`src/rtl/pipe_stage_reg.sv`:
```
// Elastic inter-stage pipeline register: control + data bundles,
// valid/ready handshake, flush, bubble insertion, optional skid entry.
module pipe_stage_reg #(
  parameter int unsigned CTRL_W = 8,
  parameter int unsigned DATA_W = 128,
  parameter bit SKID_EN = 1'b1,
  parameter logic [CTRL_W-1:0] BUBBLE_CTRL = '0
) (
  input  logic              clk,
  input  logic              rst,
  input  logic              flush,
  input  logic              in_valid,
  output logic              in_ready,
  input  logic [CTRL_W-1:0] in_ctrl,
  input  logic [DATA_W-1:0] in_data,
  output logic              out_valid,
  input  logic              out_ready,
  output logic [CTRL_W-1:0] out_ctrl,
  output logic [DATA_W-1:0] out_data,
  output logic [1:0]        occupancy
);

  typedef enum logic [1:0] {
    EMPTY = 2'b00,
    ONE   = 2'b10,
    FULL  = 2'b11
  } state_t;

  state_t state;
  state_t state_n;

  logic main_valid;
  logic skid_valid;
  logic in_fire;
  logic ld_main_in;
  logic ld_main_skid;
  logic ld_skid;

  logic [CTRL_W-1:0] main_ctrl;
  logic [DATA_W-1:0] main_data;
  logic [CTRL_W-1:0] skid_ctrl;
  logic [DATA_W-1:0] skid_data;

  assign main_valid = state[1];
  assign skid_valid = state[0];

  // Skid mode: in_ready comes straight from the skid flop.
  assign in_ready = SKID_EN ? !skid_valid
                            : (!main_valid || out_ready);

  assign in_fire = in_valid && in_ready;

  always_comb begin
    state_n      = state;
    ld_main_in   = 1'b0;
    ld_main_skid = 1'b0;
    ld_skid      = 1'b0;
    if (flush) begin
      state_n = EMPTY;
    end else begin
      unique case (state)
        EMPTY: begin
          if (in_fire) begin
            ld_main_in = 1'b1;
            state_n    = ONE;
          end
        end
        ONE: begin
          if (out_ready) begin
            if (in_fire) ld_main_in = 1'b1;
            else         state_n    = EMPTY;
          end else if (in_fire && SKID_EN) begin
            ld_skid = 1'b1;
            state_n = FULL;
          end
        end
        FULL: begin
          if (out_ready) begin
            ld_main_skid = 1'b1;
            state_n      = ONE;
          end
        end
        default: state_n = EMPTY;
      endcase
    end
  end

  always_ff @(posedge clk or posedge rst) begin
    if (rst) state <= EMPTY;
    else     state <= state_n;
  end

  always_ff @(posedge clk or posedge rst) begin
    if (rst) begin
      main_ctrl <= '0;
      main_data <= '0;
    end else if (ld_main_in) begin
      main_ctrl <= in_ctrl;
      main_data <= in_data;
    end else if (ld_main_skid) begin
      main_ctrl <= skid_ctrl;
      main_data <= skid_data;
    end
  end

  always_ff @(posedge clk or posedge rst) begin
    if (rst) begin
      skid_ctrl <= '0;
      skid_data <= '0;
    end else if (ld_skid) begin
      skid_ctrl <= in_ctrl;
      skid_data <= in_data;
    end
  end

  assign out_valid = main_valid;
  assign out_ctrl  = main_valid ? main_ctrl : BUBBLE_CTRL;
  assign out_data  = main_data;
  assign occupancy = {1'b0, main_valid} + {1'b0, skid_valid};

endmodule

```
`config.mk`:
```
export PLATFORM = sky130hd
export DESIGN_NAME = pipe_stage_reg
export DESIGN_NICKNAME = d
export VERILOG_FILES = /design/src/rtl/pipe_stage_reg.sv
export SDC_FILE = /design/constraint.sdc
export NUM_CORES = 1
export LEC_CHECK = 0
export ABC_AREA = 1
export BUFFER_PORTS_ARGS = -buffer_cell sky130_fd_sc_hd__buf_2
export CAP_MARGIN = 5
export CORE_UTILIZATION = 50
export DETAILED_ROUTE_END_ITERATION = 10
export PLACE_DENSITY = 0.75
export SYNTH_ARGS = -nofsm -noshare
export SYNTH_HDL_FRONTEND = slang
export SYNTH_SLANG_ARGS = --single-unit
```
`constraint.sdc`:
```
create_clock -name clk -period 9.1 [get_ports clk]
set_input_delay 0.91 -clock clk [delete_from_list [all_inputs] [get_ports clk]]
set_output_delay 0.91 -clock clk [all_outputs]
set_load 0.02 [all_outputs]
```
==> reports/metrics.csv <==
metric,value,unit
cp_common_cell,nand2_1,
netlist.area_leader.share,0.548,
finalHoldViolations,0,
status,"complete, no violations",
root_buffer,clkbuf_16,
insertion_delay,0.54,ns
rsz0062_at_grt,no,
grtUsageMet2,0.382,
crit_type,reg2reg,
post_drt_wl_per_cell,15.3,um
endpoint_kind,flop,
ys_types,22,
post_cts_buffers,0,
tightest_slew,1.05,ns
grt_usage,0.236,
cts_sinks,274,
synth_area,12500,um2
synth_top_family_by_area,simple AND/OR/NAND/NOR gates,
synth_top_cell_by_area,dfrtp_1,
hpwl,18100,um
cpLargestDelayFamily,buffers and inverters,
h-tree-depth,1,
yosys-top-cells-area,"dfrtp_1 55%, nand3_1 13%, nand2_1 8.7%, nand3_2 6.5%, inv_1 4.6%",
postSynthAreaPerCell,9.00,um2
hold_class,reg2reg,
cp_num_buf_inv,2,
drc,0,
yosys.area_share.simple,0.290,
grt_pass1_vias,9881,
finalCriticalPeriod,3.75,ns
ys.warnings.count,0,
synthMuxAreaShare,0,
arrival,4.23,ns
cp.required,9.58,ns
maxSlewViolCount,0,
synthXorXnorAreaFrac,0,
cts_inserted_buffers,30,
overflow,0,
vias,10300,
cp-start-kind,flop,
fillers,2132,
synth_seq_cells,274,
dieArea,25700,um2
syn_to_final_growth,18.2,%
io_buffers,280,
slew_headroom,0.303,
num-nets-final,1752,
cts_tree,yes,
post-route-period-util,0.412,
syn-instance-count,1390,
leakage,7.95,nW
drt_wl_total,30000,um
globalRouteMet1Util,0.311,
cts.clk_slew.worst_paths,0.06,ns
maxCapViolations,0,
place_area,13800,um2
max-clock-path-buffers,3,
most-common-layout-cells,"334 x nand3_1, 289 x nand2_1, 280 x buf_2",
grt_max_degree,143,
crit_chain,ha_1 > nand2_1 > nand2_1 > nand2_8 > inv_4 > buf_4 > nand2_1 > nand3_1,
powerDensity,336,nW/um2
first_pass_iters,5,
clock_skew,0.00671,ns
grt_pass1_wl,49900,um
fin_area,14800,um2
final_common_cell,nand3_1,
use_met3,0.0491,
die_height,160,um
critPathMaxStageDelay,0.79,ns
synth_compound_area_frac,0.0570,
holdBufCountCts,0,
setup_tns,0,ns
syn_nets,1535,
power,4.97,mW
busiest_layer,met2,
via_per_inst,5.24,
postRouteAntennaNets,0,
layout-drive-gt1-share,0.267,
core_area,24500,um2
synthAdderAreaFrac,0.00400,
worst-path-max-fanout,109,
dpl.cell_count,1899,
synth-seq-area-share,0.548,
max_freq,0.267,GHz
drtIter0Drc,847,
ctsResizeCount,0,
start_util,0.512,
ir_drop,0.000181,V
die_w,160,um
antenna_found_initial,6,
critical_path.slowest_cell,buf_4,
pin_count,281,
gp_congestion,0.830,
rows,57,
setup_violations,0,
stdcell_count,1960,
final cells by class:
cell class / count / area [um2] / share of cell area
flip-flops and latches: 274 / 6860 / 0.463
multi-input cells: 856 / 4410 / 0.298
repair buffers: 289 / 1480 / 0.100
clock buffers: 44 / 885 / 0.0598
inverters: 156 / 601 / 0.0406
well taps: 324 / 405 / 0.0274
clock inverters: 12 / 141 / 0.00956
diodes: 5 / 12.5 / 0.000846
Yosys cell counts:
master	instances
buf_1	3
or2_2	1
nand3_2	81
o21ai_1	74
clkbuf_1	24
inv_4	2
inv_2	2
o21ai_0	56
nor2_4	2
nand2_1	289
nand2_2	2
a21oi_1	2
buf_4	5
nand2_4	1
buf_6	27
ha_1	4
inv_1	152
nand3_1	334
o21ai_2	6
buf_2	45
dfrtp_1	274
nor2_1	4
registers in the layout (all words and copies together), names as in the netlist:
register and flops:
skid_data 128, main_ctrl 8, state 2, skid_ctrl 8
out_data 128
power breakdown:
group          internal [mW]  switching (mW)  total, mW
registers               1.79           0.352       2.14
clock network          0.757           0.491       1.25
logic                  0.574            1.00       1.58
total                   3.12            1.84       4.97
layer usage:
layer | vias to the layer above | wire [um]
met4 | 2 | 1120
met2 | 332 | 14000
li1 | 4970 | -
met1 | 4891 | 12800
met3 | 68 | 2030
met5 | - | 10
metrics by stage:
step | utilization | hold slack, ns | worst slack [ns]
finish | 0.605 | 0.483 | 5.35
global placement | 0.562 | 0.466 | 5.41
global route | 0.605 | 0.507 | 4.99
floorplan | - | 0.454 | 0.638
CTS | 0.604 | 0.485 | 5.32
detailed placement | 0.562 | 0.470 | 5.33
tightest hold or removal path, cell delays in order (launching register included):
cell,delay (ns)
dfrtp_1,0.34
nand2_1,0.05
o21ai_0,0.06
worst paths after layout:
check                               from             to  slack, ns  cells past startpoint
min in group asynchronous            rst   out_data[21]       0.56                      2
min                        skid_data[85]  skid_data[85]       0.48                      2
min reg2reg                skid_data[85]  skid_data[85]       0.48                      2
max reg2reg                     state[1]    out_data[2]       5.35                      8
max                             state[1]    out_data[2]       5.35                      8
max in group asynchronous            rst   out_data[79]       7.25                      3
kinds of logic (layout without fill, tap and decap cells):
kind of cell    count (synthesis)  after routing
buf+inv                       260            501
simple gates                  714            714
other cells                     0              5
flops                         274            274
compound gates                138            138
fa+ha+maj                       4              4
(Power assumes the default switching activity.)
